[config.mk]
export PLATFORM = sky130hd
export DESIGN_NAME = sm_conv_sched_flat
export DESIGN_NICKNAME = d
export VERILOG_FILES = /design/src/rtl/sm_conv_sched_if.sv /design/src/rtl/sm_conv_sched.sv /design/src/flat_wrapper.sv
export SDC_FILE = /design/constraint.sdc
export NUM_CORES = 1
export LEC_CHECK = 0
export ABC_CLOCK_PERIOD_IN_PS = 5500
export CELL_PAD_IN_SITES_DETAIL_PLACEMENT = 1
export CELL_PAD_IN_SITES_GLOBAL_PLACEMENT = 1
export CORE_AREA = 2 2 88 90
export CTS_BUF_LIST = sky130_fd_sc_hd__clkbuf_16
export DETAILED_ROUTE_END_ITERATION = 10
export DIE_AREA = 0 0 90 92
export PLACE_DENSITY = 0.83
export REMOVE_ABC_BUFFERS = 1
export SLEW_MARGIN = 20
export SYNTH_ARGS = -nofsm -noshare
export SYNTH_HDL_FRONTEND = slang
export SYNTH_SLANG_ARGS = --single-unit
[constraint.sdc]
create_clock -name clk -period 5.5 [get_ports clk]
set_input_delay 1.1 -clock clk [delete_from_list [all_inputs] [get_ports clk]]
set_output_delay 1.1 -clock clk [all_outputs]
set_load 0.02 [all_outputs]
[src/rtl/sm_conv_sched_if.sv]
// ---------------------------------------------------------------------------
// sm_conv_sched_if
// Bundles the request side (per-channel req / enable / samples / ack) and the
// result side (valid/ready handshake with magnitude, sign and channel tag) of
// the shared sign-magnitude conversion scheduler.
//
//   req       [NCH]     per-channel conversion request (level)
//   ch_en     [NCH]     per-channel enable mask
//   data_in   [NCH*DW]  flat sample bus, channel i at [i*DW +: DW]
//   ack       [NCH]     one-hot capture pulse
//   res_valid / res_ready   result handshake
//   res_mag   [DW]      magnitude, unsigned
//   res_sign            1 = sample was negative
//   res_ch    [CW]      channel tag of the result
//   busy                scheduler is not idle
//
// master: requesters + downstream consumer.  slave: the scheduler.
// ---------------------------------------------------------------------------
interface sm_conv_sched_if #(
  parameter int NCH = 4,
  parameter int DW  = 16,
  parameter int CW  = 2
);
  logic [NCH-1:0]    req;
  logic [NCH-1:0]    ch_en;
  logic [NCH*DW-1:0] data_in;
  logic [NCH-1:0]    ack;
  logic              res_valid;
  logic              res_ready;
  logic [DW-1:0]     res_mag;
  logic              res_sign;
  logic [CW-1:0]     res_ch;
  logic              busy;

  modport master (
    output req, ch_en, data_in, res_ready,
    input  ack, res_valid, res_mag, res_sign, res_ch, busy
  );

  modport slave (
    input  req, ch_en, data_in, res_ready,
    output ack, res_valid, res_mag, res_sign, res_ch, busy
  );
endinterface

[src/rtl/sm_conv_sched.sv]
// ---------------------------------------------------------------------------
// sm_conv_sched
// Round-robin scheduler sharing one registered two's-complement to
// sign-magnitude conversion stage between NCH filter channels.
//
// IDLE samples req & ch_en, grants the first eligible channel after the last
// grant (mod NCH), captures its sample and pulses ack for one cycle. CONV
// converts the captured sample. HOLD presents the result until res_ready.
// Peak throughput is one conversion per three cycles.
//
// Ports:
//   clk     system clock, rising edge
//   rst_n   asynchronous active-low reset
//   io_bus  sm_conv_sched_if.slave (request, ack and result handshake)
// ---------------------------------------------------------------------------
module sm_conv_sched #(
  parameter int NCH = 4,
  parameter int DW  = 16,
  parameter int CW  = 2
) (
  input  logic           clk,
  input  logic           rst_n,
  sm_conv_sched_if.slave io_bus
);

  // Channel indices are CW bits wide; the eligibility vector and the sample
  // array are padded to 2**CW entries so a CW-bit index is always in range.
  localparam int unsigned NSLOT = 1 << CW;
  localparam int unsigned NCH_U = NCH;

  if ((NCH < 2) || (NCH > 8) || (NSLOT < NCH_U)) begin : g_bad_param
    $error("sm_conv_sched: NCH must be 2..8 and 2**CW >= NCH");
  end

  typedef enum logic [1:0] {
    S_IDLE,
    S_CONV,
    S_HOLD
  } state_t;

  state_t          r_state;
  state_t          w_state_nxt;

  logic [CW-1:0]   r_last_grant;
  logic [CW-1:0]   w_last_grant_nxt;
  logic [CW-1:0]   r_sel_ch;
  logic [CW-1:0]   w_sel_ch_nxt;
  logic [DW-1:0]   r_sel_data;
  logic [DW-1:0]   w_sel_data_nxt;

  logic [NCH-1:0]  r_ack;
  logic [NCH-1:0]  w_ack_nxt;
  logic            r_res_valid;
  logic            w_res_valid_nxt;
  logic [DW-1:0]   r_res_mag;
  logic [DW-1:0]   w_res_mag_nxt;
  logic            r_res_sign;
  logic            w_res_sign_nxt;
  logic [CW-1:0]   r_res_ch;
  logic [CW-1:0]   w_res_ch_nxt;

  logic [NSLOT-1:0] w_elig;
  logic [DW-1:0]    w_sample [NSLOT];
  logic             w_grant_vld;
  logic [CW-1:0]    w_grant_ch;

  // -------------------------------------------------------------------------
  // Request qualification and sample demux
  // -------------------------------------------------------------------------
  assign w_elig = NSLOT'(io_bus.req & io_bus.ch_en);

  for (genvar gi = 0; gi < NSLOT; gi++) begin : g_slot
    if (gi < NCH) begin : g_used
      assign w_sample[gi] = io_bus.data_in[gi*DW +: DW];
    end else begin : g_pad
      assign w_sample[gi] = '0;
    end
  end

  // -------------------------------------------------------------------------
  // Round-robin pick: first eligible channel scanning last_grant+1,
  // last_grant+2, ... modulo NCH. The previous winner is scanned last, so it
  // only wins again when nobody else is eligible.
  // -------------------------------------------------------------------------
  always_comb begin
    logic [CW-1:0] cand;
    cand        = '0;
    w_grant_vld = 1'b0;
    w_grant_ch  = '0;
    for (int unsigned k = 1; k <= NCH_U; k++) begin
      cand = CW'((32'(r_last_grant) + k) % NCH_U);
      if (!w_grant_vld && w_elig[cand]) begin
        w_grant_vld = 1'b1;
        w_grant_ch  = cand;
      end
    end
  end

  // -------------------------------------------------------------------------
  // Next-state and next-output logic
  // -------------------------------------------------------------------------
  always_comb begin
    w_state_nxt      = r_state;
    w_last_grant_nxt = r_last_grant;
    w_sel_ch_nxt     = r_sel_ch;
    w_sel_data_nxt   = r_sel_data;
    w_ack_nxt        = '0;
    w_res_valid_nxt  = r_res_valid;
    w_res_mag_nxt    = r_res_mag;
    w_res_sign_nxt   = r_res_sign;
    w_res_ch_nxt     = r_res_ch;

    unique case (r_state)
      S_IDLE: begin
        if (w_grant_vld) begin
          w_sel_ch_nxt     = w_grant_ch;
          w_sel_data_nxt   = w_sample[w_grant_ch];
          w_last_grant_nxt = w_grant_ch;
          w_ack_nxt        = NCH'(1'b1) << w_grant_ch;
          w_state_nxt      = S_CONV;
        end
      end

      S_CONV: begin
        // Negation wraps for the most-negative code: its magnitude reads
        // correctly as an unsigned DW-bit value, so no saturation is needed.
        if (r_sel_data[DW-1]) begin
          w_res_mag_nxt  = (~r_sel_data) + DW'(1);
          w_res_sign_nxt = 1'b1;
        end else begin
          w_res_mag_nxt  = r_sel_data;
          w_res_sign_nxt = 1'b0;
        end
        w_res_ch_nxt    = r_sel_ch;
        w_res_valid_nxt = 1'b1;
        w_state_nxt     = S_HOLD;
      end

      S_HOLD: begin
        if (io_bus.res_ready) begin
          w_res_valid_nxt = 1'b0;
          w_state_nxt     = S_IDLE;
        end
      end

      default: begin
        w_res_valid_nxt = 1'b0;
        w_state_nxt     = S_IDLE;
      end
    endcase
  end

  // -------------------------------------------------------------------------
  // State and output registers
  // -------------------------------------------------------------------------
  always_ff @(posedge clk or negedge rst_n) begin
    if (!rst_n) begin
      r_state      <= S_IDLE;
      r_last_grant <= CW'(NCH - 1);
      r_sel_ch     <= '0;
      r_sel_data   <= '0;
      r_ack        <= '0;
      r_res_valid  <= 1'b0;
      r_res_mag    <= '0;
      r_res_sign   <= 1'b0;
      r_res_ch     <= '0;
    end else begin
      r_state      <= w_state_nxt;
      r_last_grant <= w_last_grant_nxt;
      r_sel_ch     <= w_sel_ch_nxt;
      r_sel_data   <= w_sel_data_nxt;
      r_ack        <= w_ack_nxt;
      r_res_valid  <= w_res_valid_nxt;
      r_res_mag    <= w_res_mag_nxt;
      r_res_sign   <= w_res_sign_nxt;
      r_res_ch     <= w_res_ch_nxt;
    end
  end

  assign io_bus.ack       = r_ack;
  assign io_bus.res_valid = r_res_valid;
  assign io_bus.res_mag   = r_res_mag;
  assign io_bus.res_sign  = r_res_sign;
  assign io_bus.res_ch    = r_res_ch;
  assign io_bus.busy      = (r_state != S_IDLE);

endmodule

[src/flat_wrapper.sv]
// flat-port wrapper written by rule: the top's interface ports become plain ports
module sm_conv_sched_flat 
#(
  parameter int NCH = 4,
  parameter int DW  = 16,
  parameter int CW  = 2
)
  (clk, rst_n, io_bus_req, io_bus_ch_en, io_bus_data_in, io_bus_res_ready, io_bus_ack, io_bus_res_valid, io_bus_res_mag, io_bus_res_sign, io_bus_res_ch, io_bus_busy);
  sm_conv_sched_if #(.NCH(NCH), .DW(DW), .CW(CW)) io_bus_i ();
  input  logic clk;
  input  logic rst_n;
  input wire logic [$bits(io_bus_i.req)-1:0] io_bus_req;
  input wire logic [$bits(io_bus_i.ch_en)-1:0] io_bus_ch_en;
  input wire logic [$bits(io_bus_i.data_in)-1:0] io_bus_data_in;
  input wire logic [$bits(io_bus_i.res_ready)-1:0] io_bus_res_ready;
  output wire logic [$bits(io_bus_i.ack)-1:0] io_bus_ack;
  output wire logic [$bits(io_bus_i.res_valid)-1:0] io_bus_res_valid;
  output wire logic [$bits(io_bus_i.res_mag)-1:0] io_bus_res_mag;
  output wire logic [$bits(io_bus_i.res_sign)-1:0] io_bus_res_sign;
  output wire logic [$bits(io_bus_i.res_ch)-1:0] io_bus_res_ch;
  output wire logic [$bits(io_bus_i.busy)-1:0] io_bus_busy;
  assign io_bus_i.req = io_bus_req;
  assign io_bus_i.ch_en = io_bus_ch_en;
  assign io_bus_i.data_in = io_bus_data_in;
  assign io_bus_i.res_ready = io_bus_res_ready;
  assign io_bus_ack = io_bus_i.ack;
  assign io_bus_res_valid = io_bus_i.res_valid;
  assign io_bus_res_mag = io_bus_i.res_mag;
  assign io_bus_res_sign = io_bus_i.res_sign;
  assign io_bus_res_ch = io_bus_i.res_ch;
  assign io_bus_busy = io_bus_i.busy;
  sm_conv_sched #(.NCH(NCH), .DW(DW), .CW(CW)) u_core (.clk(clk), .rst_n(rst_n), .io_bus(io_bus_i));
endmodule
==> flow_metrics.env, run 1 <==
export IMPL_met2_usage=0.316
export IMPL_layout_drive_gt1_share=0.0657
export IMPL_place_gp_congestion=0.886
export IMPL_cp_slowest_cell="a31o_2"
export IMPL_worstMarginPinSlew_ns=0.599
export IMPL_r2r_end="u_core.r_sel_data[14]$_DFFE_PN0P_"
export IMPL_synth_seq_cells=46
export IMPL_seqCellArea_um2=1150
export IMPL_fp_dieH_um=92
export IMPL_clockPowerShare=0.180
export IMPL_cts_sinks=46
export IMPL_slowest_delay_ns=0.48
export IMPL_power_share_switching=0.393
export IMPL_syn_to_final_growth_pct=49.8
export IMPL_cellPowerDensity_nw_per_um2=504
export IMPL_syn_area_per_cell_um2=10.2
export IMPL_drv_slew=0
export IMPL_grt_start_max_net_pins=47
export IMPL_insertion_delay_ns=0.28
export IMPL_crit_reg2reg_launch="u_core.r_last_grant[1]$_DFFE_PN1P_"
export IMPL_num_rows=32
export IMPL_drv_cap=0
export IMPL_syn_inst=240
export IMPL_fmaxAchievable_mhz=312
export IMPL_firstDrtPassIters=4
export IMPL_crit_path_start_kind="primary input"
export IMPL_synth_distinct_cells=43
export IMPL_dieArea_um2=8280
export IMPL_finalInstanceArea_um2=3670
export IMPL_p_leak_nw=1.55
export IMPL_setup_viol=0
export IMPL_hold_depth=2
export IMPL_grt_use_met3=0.0312
export IMPL_relSlewSlack=0.601
export IMPL_clock_skew_ns=0.00576
export IMPL_grt_setup_unrepaired="no"
export IMPL_fin_nets=410
export IMPL_cts_resized_gates=0
export IMPL_pre_cts_slack_ns=2.04
export IMPL_peakVddDrop_v=0.000156
export IMPL_diodes=0
export IMPL_period_needed_ns=3.21
export IMPL_hp_class="register to register"
export IMPL_cts_root_buffer="clkbuf_16"
export IMPL_ys_flop_type="dfrtp_1"
export IMPL_cp_max_fo=21
export IMPL_cts_setup_buffers=0
export IMPL_yosys_warnings=0
export IMPL_min_to="u_core.io_bus.res_mag[9]$_DFFE_PN0P_"
export IMPL_async_flop_share=1.00
export IMPL_cts_buffers=5
export IMPL_wl_per_cell_um=16.6
export IMPL_clockBufferDepth=2
export IMPL_final_antenna_net_count=0
export IMPL_coreArea_um2=7450
export IMPL_grt_total_usage=0.177
export IMPL_wl_um=7250
export IMPL_top_usage_layer="met2"
export IMPL_tns_ns=0
export IMPL_path_cells="clkdlybuf4s50_1 -> and2_1 -> a21oi_1 -> a31o_2 -> inv_1 -> nand2_1 -> o221ai_1"
export IMPL_cp_data_arrival_time_ns=3.33
export IMPL_drc=0
export IMPL_drt_iter0_markers=136
export IMPL_grt_pass1_vias=2330
export IMPL_min_delay_start="u_core.io_bus.res_mag[9]$_DFFE_PN0P_"
export IMPL_end_kind="register"
export IMPL_clk_pin_slew_ns=0.06
export IMPL_cts_tree="yes"
export IMPL_finalCritPeriodShare=0.583
export IMPL_grt_pass1_wl_um=11600
export IMPL_power_internal_mw=1.12
export IMPL_status="complete, no violations"
export IMPL_p_total_mw=1.85
export IMPL_synth_edf_count=0
export IMPL_initial_utilization=0.329
export IMPL_setup_slack_ns=2.29
export IMPL_io_pin_count=100
export IMPL_crit_type="primary input to register"
export IMPL_h_tree_depth=2
export IMPL_globalRouteOverflowTotal=0
export IMPL_power_frac_comb=0.466
export IMPL_cp_required_ns=5.63
export IMPL_hold_violations=0
export IMPL_p_sw_mw=0.728
export IMPL_placed_area_um2=3510
export IMPL_seqPwrFrac=0.354
export IMPL_mappedNetlistArea_um2=2450
export IMPL_multi_input_comb_area_um2=1220
export IMPL_cts_hold_buffers_added=0
export IMPL_port_buffer_count=99
export IMPL_use_met1=0.208
export IMPL_whs_ns=0.477
export IMPL_reg2reg_depth=6
export IMPL_hpwl_um=5470
export IMPL_filler_cell_count=854
export IMPL_vias=2198
export IMPL_r2r_slack_ns=3.28
export IMPL_yosysSeqAreaShare=0.470
export IMPL_die_x_um=90
export IMPL_viasPerCell=5.03
export IMPL_antenna_found_initial=0
==> placed cells by master, fill, tap and decap left out, types with 2 or more instances in the layout <==
| cell type | count |
|---|---|
| dfstp_2 | 2 |
| buf_4 | 2 |
| o221ai_1 | 16 |
| xor2_1 | 10 |
| o41ai_1 | 2 |
| mux2i_1 | 33 |
| o31ai_1 | 2 |
| clkbuf_16 | 5 |
| mux2_2 | 4 |
| nor2_1 | 5 |
| o21a_1 | 3 |
| nand3_1 | 2 |
| nor3_1 | 5 |
| xnor2_1 | 3 |
| dfrtp_1 | 44 |
| or4_1 | 2 |
| clkdlybuf4s50_1 | 98 |
| o21ai_0 | 17 |
| nor2b_1 | 2 |
| inv_1 | 5 |
| a21oi_1 | 3 |
| nand2_1 | 49 |
==> worst max-delay path by stage <==
stage | from | end | slack, ns | cells after the start
6_report | io_bus_req[2] | u_core.r_sel_data[14]$_DFFE_PN0P_ | 2.29 | 7
5_1_grt | io_bus_req[2] | u_core.r_sel_data[6]$_DFFE_PN0P_ | 2.03 | 7
4_1_cts | io_bus_req[2] | u_core.r_sel_data[14]$_DFFE_PN0P_ | 2.30 | 7
3_5_place_dp | io_bus_req[2] | u_core.r_sel_data[7]$_DFFE_PN0P_ | 2.04 | 7
3_3_place_gp | io_bus_req[2] | u_core.r_sel_data[9]$_DFFE_PN0P_ | 2.15 | 7
2_1_floorplan | io_bus_req[3] | u_core.io_bus.ack[2]$_DFF_PN0_ | -1.30 | 5
==> layout make-up <==
type                            instances  area share
Tap cell                              102      0.0347
Multi-Input combinational cell        178       0.333
Sequential cell                        46       0.314
Clock inverter                          3      0.0102
Inverter                                3     0.00307
Timing Repair Buffer                  100       0.271
Clock buffer                            5      0.0341
==> power by group through the flow <==
stage	Combinational (mW)	Clock, mW	Sequential, mW
3_3_place_gp	0.834	0	0.650
6_report	0.864	0.333	0.655
2_1_floorplan	0.472	0	0.698
5_1_grt	0.953	0.354	0.677
3_5_place_dp	0.864	0	0.661
4_1_cts	0.878	0.338	0.655
==> critical path, delay by kind of cell <==
kind                   cells  cell delay [ns]
and+or+nand+nor            2             0.68
AOI/OAI and AO/OA          3             0.92
buffers and inverters      2             0.63
==> metal layers <==
metal  part of all wire  wire length (um)
met1               0.38              2750
met2               0.55              3970
met3              0.038               279
met4              0.034               244
met5                  0                 0
==> cell usage after synthesis, drive strengths merged (3+ instances only) <==
master / number / area share
dfrtp: 44 / 0.45
nand2: 50 / 0.078
xnor2: 3 / 0.011
mux2: 4 / 0.018
buf: 8 / 0.022
o221ai: 16 / 0.057
mux2i: 33 / 0.13
nor3: 5 / 0.010
o21ai: 18 / 0.037
o41ai: 3 / 0.014
clkbuf: 5 / 0.0077
a21oi: 3 / 0.0061
nor2: 5 / 0.0077
inv: 3 / 0.0046
o21a: 3 / 0.0092
xor2: 10 / 0.036
==> sequential cells by signal, summed over array words and instances, names as in the netlist <==
register / flops
u_core.io_bus.res_mag: 16
u_core.r_sel_data: 16
u_core.io_bus.ack: 4
u_core.io_bus.res_ch: 2
u_core.r_last_grant: 2
u_core.r_sel_ch: 2
u_core.r_state: 2
u_core.io_bus.res_sign: 1
u_core.io_bus.res_valid: 1
==> per-stage QoR <==
stage,util,cells
floorplan,-,227
global placement,0.471,429
detailed placement,0.471,429
CTS,0.493,437
global route,0.493,437
finish,0.493,437
==> logic make-up (layout without fill, tap and decap cells) <==
| family | count (synthesis) | count (layout) | synth area share |
|---|---|---|---|
| and+or+nand+nor | 77 | 77 | 0.144 |
| DFF | 46 | 46 | 0.470 |
| xor gates and xnor gates | 13 | 13 | 0.0464 |
| AOI/OAI and AO/OA | 50 | 50 | 0.146 |
| adders and majority gates | 1 | 1 | 0.00510 |
| buffers and inverters | 16 | 111 | 0.0347 |
| muxes | 37 | 37 | 0.153 |
Power figures use the tool's default switching activity.
==> inputs of run 2 (changes only) <==
--- a/config.mk
+++ b/config.mk
@@ -5,14 +5,14 @@
 export SDC_FILE = /design/constraint.sdc
 export NUM_CORES = 1
 export LEC_CHECK = 0
-export ABC_CLOCK_PERIOD_IN_PS = 5500
+export ABC_CLOCK_PERIOD_IN_PS = 2850
 export CELL_PAD_IN_SITES_DETAIL_PLACEMENT = 1
 export CELL_PAD_IN_SITES_GLOBAL_PLACEMENT = 1
-export CORE_AREA = 2 2 88 90
+export CORE_AREA = 2 2 95 97
 export CTS_BUF_LIST = sky130_fd_sc_hd__clkbuf_16
 export DETAILED_ROUTE_END_ITERATION = 10
-export DIE_AREA = 0 0 90 92
-export PLACE_DENSITY = 0.83
+export DIE_AREA = 0 0 97 99
+export PLACE_DENSITY = 0.76
 export REMOVE_ABC_BUFFERS = 1
 export SLEW_MARGIN = 20
 export SYNTH_ARGS = -nofsm -noshare
==> constraint.sdc (replaced) <==
create_clock -name clk -period 2.85 [get_ports clk]
set_input_delay 0.57 -clock clk [delete_from_list [all_inputs] [get_ports clk]]
set_output_delay 0.57 -clock clk [all_outputs]
set_load 0.02 [all_outputs]
==> run 2 against run 1 <==
Sequential share of layout area down 0.096 points. Count of clock-buffer cells in the layout unchanged. Clock skew down 0.0016 ns. Clock power up 63%. Power up 87%. Wire length down 2.5%. Non-clock buffer count up 3. Global-route usage down 3.0 points. First-iteration DRC count down 38%. Critical path depth unchanged. Combinational power up 93%. Critical path type unchanged. Highest routed layer unchanged.
==> flow_metrics.env, run 2 (synthesis gave the netlist of run 1 again) <==
export IMPL_crit_type="primary input to register"
export IMPL_utilization=0.431
export IMPL_fin_nets=413
export IMPL_cp_max_fo=16
export IMPL_vias=2178
export IMPL_status="complete, no violations"
export IMPL_cts_root_buffer="clkbuf_16"
export IMPL_io_pin_count=100
export IMPL_grt_total_usage=0.147
export IMPL_pre_cts_slack_ns=0.236
export IMPL_final_antenna_net_count=0
export IMPL_reg2reg_depth=7
export IMPL_clockBufferDepth=2
export IMPL_coreArea_um2=8550
export IMPL_met2_usage=0.267
export IMPL_peakVddDrop_v=0.000252
export IMPL_fmaxAchievable_mhz=436
export IMPL_clock_skew_ns=0.00415
export IMPL_antenna_found_initial=0
export IMPL_worstMarginPinSlew_ns=0.840
export IMPL_cp_top_family="compound AO/OA/AOI/OAI gates"
export IMPL_period_needed_ns=2.29
export IMPL_cp_data_arrival_time_ns=2.47
export IMPL_grt_use_met3=0.0191
export IMPL_fp_dieH_um=99
export IMPL_drv_cap=0
export IMPL_final_common_cell="clkdlybuf4s50_1"
export IMPL_crit_path_start_kind="primary input"
export IMPL_globalRouteOverflowTotal=0
export IMPL_hpwl_um=5630
export IMPL_drc=0
export IMPL_setup_viol=0
export IMPL_r2r_end="u_core.io_bus.res_mag[14]$_DFFE_PN0P_"
export IMPL_h_tree_depth=2
export IMPL_drv_slew=0
export IMPL_syn_to_final_growth_pct=50.3
export IMPL_insertion_delay_ns=0.28
export IMPL_p_leak_nw=1.55
export IMPL_path_buf_inv=2
export IMPL_drt_iter0_markers=84
export IMPL_viasPerCell=4.88
export IMPL_hp_class="primary input to asynchronous set/reset pin"
export IMPL_p_sw_mw=1.37
export IMPL_top_usage_layer="met2"
export IMPL_diodes=0
export IMPL_power_frac_comb=0.481
export IMPL_cts_resized_gates=0
export IMPL_use_met1=0.179
export IMPL_wl_um=7070
export IMPL_setup_slack_ns=0.557
export IMPL_clockPowerShare=0.157
export IMPL_num_rows=34
export IMPL_dieArea_um2=9600
export IMPL_cp_slowest_cell="clkdlybuf4s50_1"
export IMPL_die_x_um=97
export IMPL_seqPwrFrac=0.363
export IMPL_end_kind="register"
export IMPL_grt_pass1_vias=2341
export IMPL_cts_setup_buffers=0
export IMPL_grt_setup_unrepaired="no"
export IMPL_port_buffer_count=99
export IMPL_cts_sinks=46
export IMPL_finalCritPeriodShare=0.805
export IMPL_place_gp_congestion=0.820
export IMPL_crit_reg2reg_launch="u_core.r_sel_data[0]$_DFFE_PN0P_"
export IMPL_final_cell_mix="98 x clkdlybuf4s50_1, 49 x nand2_1, 44 x dfrtp_1, 33 x mux2i_1, 17 x o21ai_0"
export IMPL_power_internal_mw=2.10
export IMPL_cellPowerDensity_nw_per_um2=941
export IMPL_initial_utilization=0.287
export IMPL_filler_cell_count=934
export IMPL_grt_pass1_wl_um=11500
export IMPL_slowest_delay_ns=0.47
export IMPL_relSlewSlack=0.440
export IMPL_cts_buffers=5
export IMPL_path_cells="clkdlybuf4s50_1 -> and2_1 -> a21oi_1 -> a31o_2 -> inv_1 -> nand2_1 -> o221ai_1"
export IMPL_layout_drive_gt1_share=0.0680
export IMPL_firstDrtPassIters=4
export IMPL_clk_pin_slew_ns=0.06
export IMPL_grt_start_max_net_pins=36
export IMPL_power_share_switching=0.394
export IMPL_cp_required_ns=3.03
export IMPL_whs_ns=0.266
export IMPL_wl_per_cell_um=15.8
export IMPL_cts_tree="yes"
export IMPL_tns_ns=0
export IMPL_cts_hold_buffers_added=0
export IMPL_hold_violations=0
export IMPL_r2r_slack_ns=0.73
## run 2: per-layer routing
metal / vias to the layer above / wire [um]
met3: 10 / 197
met2: 49 / 3710
li1: 1063 / -
met1: 1056 / 3020
met4: 0 / 136
met5: - / 0
## run 2: worst max path at each step
stage / from / to / slack (ns) / depth (start not counted)
2_1_floorplan: io_bus_req[3] / u_core.io_bus.ack[2]$_DFF_PN0_ / -3.42 / 5
3_3_place_gp: io_bus_req[3] / u_core.r_sel_data[8]$_DFFE_PN0P_ / 0.30 / 7
3_5_place_dp: io_bus_ch_en[2] / u_core.r_sel_data[10]$_DFFE_PN0P_ / 0.24 / 7
4_1_cts: io_bus_ch_en[2] / u_core.r_sel_data[10]$_DFFE_PN0P_ / 0.52 / 7
5_1_grt: io_bus_req[2] / u_core.r_sel_data[3]$_DFFE_PN0P_ / 0.37 / 7
6_report: io_bus_req[2] / u_core.r_sel_data[10]$_DFFE_PN0P_ / 0.56 / 7
## run 2: power groups by stage
| stage | Sequential (mW) | Combinational, mW | Clock (mW) |
|---|---|---|---|
| after detailed placement | 1.28 | 1.69 | 0 |
| after floorplan | 1.35 | 0.912 | 0 |
| after global routing | 1.31 | 1.85 | 0.577 |
| final | 1.26 | 1.67 | 0.543 |
| after global placement | 1.26 | 1.65 | 0 |
| after CTS | 1.26 | 1.70 | 0.559 |
## run 2: per-stage QoR
step                      std cells  power (mW)  area (um^2)
after floorplan                 227        2.26         2380
after global placement          438        2.91         3550
after detailed placement        438        2.97         3550
after CTS                       446        3.52         3680
after global routing            446        3.74         3680
final                           446        3.47         3680
## run 2: area by class of cell
cell class,instances,area [um^2],share of cell area
multi-input combinational,178,1220,0.331
sequential,46,1150,0.313
timing repair buffer,103,1030,0.279
tap,108,135,0.0367
clock buffer,5,125,0.0340
clock inverter,3,11.3,0.00306
inverter,3,11.3,0.00306
==> inputs of run 3 (changes only) <==
--- a/config.mk
+++ b/config.mk
@@ -5,14 +5,14 @@
 export SDC_FILE = /design/constraint.sdc
 export NUM_CORES = 1
 export LEC_CHECK = 0
-export ABC_CLOCK_PERIOD_IN_PS = 2850
+export ABC_CLOCK_PERIOD_IN_PS = 2300
 export CELL_PAD_IN_SITES_DETAIL_PLACEMENT = 1
 export CELL_PAD_IN_SITES_GLOBAL_PLACEMENT = 1
-export CORE_AREA = 2 2 95 97
+export CORE_AREA = 2 2 91 93
 export CTS_BUF_LIST = sky130_fd_sc_hd__clkbuf_16
 export DETAILED_ROUTE_END_ITERATION = 10
-export DIE_AREA = 0 0 97 99
-export PLACE_DENSITY = 0.76
+export DIE_AREA = 0 0 93 95
+export PLACE_DENSITY = 0.79
 export REMOVE_ABC_BUFFERS = 1
 export SLEW_MARGIN = 20
 export SYNTH_ARGS = -nofsm -noshare
==> constraint.sdc (replaced) <==
create_clock -name clk -period 2.3 [get_ports clk]
set_input_delay 0.46 -clock clk [delete_from_list [all_inputs] [get_ports clk]]
set_output_delay 0.46 -clock clk [all_outputs]
set_load 0.02 [all_outputs]
==> run 3 against run 2 <==
The run now ends with setup timing left. Worst hold slack lost 0.0099 ns. Critical endpoint is now u_core.r_sel_data[8]$_DFFE_PN0P_. Wire length grew 22%. Worst setup slack lost 0.57 ns. Highest routed layer unchanged. Core utilization grew 7.1 points. Critical path depth grew 1.
==> flow_metrics.env, run 3 (synthesis gave the netlist of run 1 again) <==
export IMPL_viasPerCell=5.06
export IMPL_cellPowerDensity_nw_per_um2=1210
export IMPL_final_common_cell="clkdlybuf4s50_1"
export IMPL_cp_data_arrival_time_ns=2.46
export IMPL_dieArea_um2=8840
export IMPL_coreArea_um2=7930
export IMPL_final_antenna_net_count=0
export IMPL_num_rows=33
export IMPL_fmaxAchievable_mhz=431
export IMPL_antenna_found_initial=0
export IMPL_wl_met3_um=333
export IMPL_port_buffer_count=99
export IMPL_grt_start_max_net_pins=47
export IMPL_peakVddDrop_v=0.000386
export IMPL_insertion_delay_ns=0.29
export IMPL_cp_max_fo=7
export IMPL_hold_violations=0
export IMPL_worstMarginPinSlew_ns=0.703
export IMPL_setup_slack_ns=-0.0176
export IMPL_finalCritPeriodShare=1.01
export IMPL_dr_max_layer_used="met4"
export IMPL_wl_um=8620
export IMPL_cts_sinks=46
export IMPL_end_kind="register"
export IMPL_wl_met2_um=4470
export IMPL_slowest_delay_ns=0.50
export IMPL_drv_slew=0
export IMPL_p_total_mw=4.80
export IMPL_r2r_slack_ns=0.08
export IMPL_h_tree_depth=2
export IMPL_globalRouteOverflowTotal=0
export IMPL_hpwl_um=5800
export IMPL_path_buf_inv=3
export IMPL_clk_pin_slew_ns=0.07
export IMPL_pre_cts_slack_ns=-0.275
export IMPL_crit_type="primary input to register"
export IMPL_wl_per_cell_um=18.6
export IMPL_relSlewSlack=0.531
export IMPL_grt_pass1_vias=2505
export IMPL_syn_to_final_growth_pct=62.3
export IMPL_tns_ns=-0.0176
export IMPL_fp_dieH_um=95
export IMPL_die_x_um=93
export IMPL_p_leak_nw=1.69
export IMPL_grt_pass1_wl_um=12800
export IMPL_final_cell_mix="97 x clkdlybuf4s50_1, 49 x nand2_1, 44 x dfrtp_1, 25 x mux2i_1, 21 x buf_4"
export IMPL_drv_cap=0
export IMPL_layout_drive_gt1_share=0.159
export IMPL_r2r_end="u_core.r_sel_data[8]$_DFFE_PN0P_"
export IMPL_diodes=0
export IMPL_path_cells="clkdlybuf4s50_1 -> nand3_1 -> nor3b_2 -> nor4_4 -> buf_6 -> clkbuf_16 -> mux2i_1 -> o221ai_1"
export IMPL_hp_class="primary input to asynchronous set/reset pin"
export IMPL_drt_iter0_markers=117
export IMPL_clock_skew_ns=0.0101
export IMPL_cp_required_ns=2.44
export IMPL_io_pin_count=100
export IMPL_reg2reg_depth=7
export IMPL_utilization=0.502
export IMPL_wirelength_met1_um=3450
export IMPL_cts_root_buffer="clkbuf_16"
export IMPL_status="finished, violations left"
export IMPL_cts_buffers=5
export IMPL_place_gp_congestion=0.896
export IMPL_setup_viol=1
export IMPL_cts_hold_buffers_added=0
export IMPL_clockBufferDepth=2
export IMPL_grt_total_usage=0.186
export IMPL_firstDrtPassIters=4
export IMPL_crit_reg2reg_launch="u_core.r_last_grant[1]$_DFFE_PN1P_"
export IMPL_violations="setup timing"
export IMPL_crit_path_start_kind="primary input"
export IMPL_cp_top_family="buffers and inverters"
export IMPL_drc=0
export IMPL_vias=2347
export IMPL_cp_slowest_cell="clkdlybuf4s50_1"
export IMPL_initial_utilization=0.309
export IMPL_cts_tree="yes"
export IMPL_period_needed_ns=2.32
export IMPL_fin_nets=434
-- run 3: how the worst max path moves through the flow --
stage,startpoint,end,cells past startpoint
final,io_bus_req[3],u_core.r_sel_data[8]$_DFFE_PN0P_,8
after detailed placement,io_bus_req[3],u_core.r_sel_data[9]$_DFFE_PN0P_,8
after global routing,io_bus_req[3],u_core.r_sel_data[8]$_DFFE_PN0P_,8
after global placement,io_bus_req[3],u_core.r_sel_data[9]$_DFFE_PN0P_,8
after floorplan,io_bus_req[3],u_core.io_bus.ack[2]$_DFF_PN0_,5
after CTS,io_bus_req[3],u_core.r_sel_data[14]$_DFFE_PN0P_,8
-- run 3: repair_timing --
item / CTS / global route
cloned: 0 / 2
setup buffers: 2 / 1
pin swaps: 0 / 5
setup endpoints to repair: 2 / 13
resized for setup: 0 / 23
-- run 3: cell type report --
type / count / area [um^2]
tap: 105 / 131
clock buffer: 5 / 125
multi-input combinational: 178 / 1310
inverter: 3 / 11.3
sequential: 46 / 1150
fill: 861 / 3950
clock inverter: 3 / 37.5
timing repair buffer: 124 / 1210
-- run 3: stage by stage --
stage | instance area [um^2] | std cells | hold WS [ns]
4_1_cts | 3840 | 461 | 0.279
3_3_place_gp | 3660 | 451 | 0.460
2_1_floorplan | 2380 | 227 | 0.164
3_5_place_dp | 3660 | 451 | 0.474
6_report | 3980 | 464 | 0.256
5_1_grt | 3980 | 464 | 0.308
-- run 3: report_power, final --
group	total (mW)	internal, mW	switching [mW]	leakage (nW)
Sequential	1.59	1.19	0.406	0.571
Combinational	2.40	1.18	1.22	1.04
Clock	0.807	0.505	0.302	0.0864
Total	4.80	2.87	1.93	1.69
-- run 3: routing by layer --
layer / track usage / up-vias
li1: - / 1100
met5: 0 / -
met2: 0.330 / 81
met4: 0.0711 / 0
met3: 0.0295 / 25
met1: 0.227 / 1141
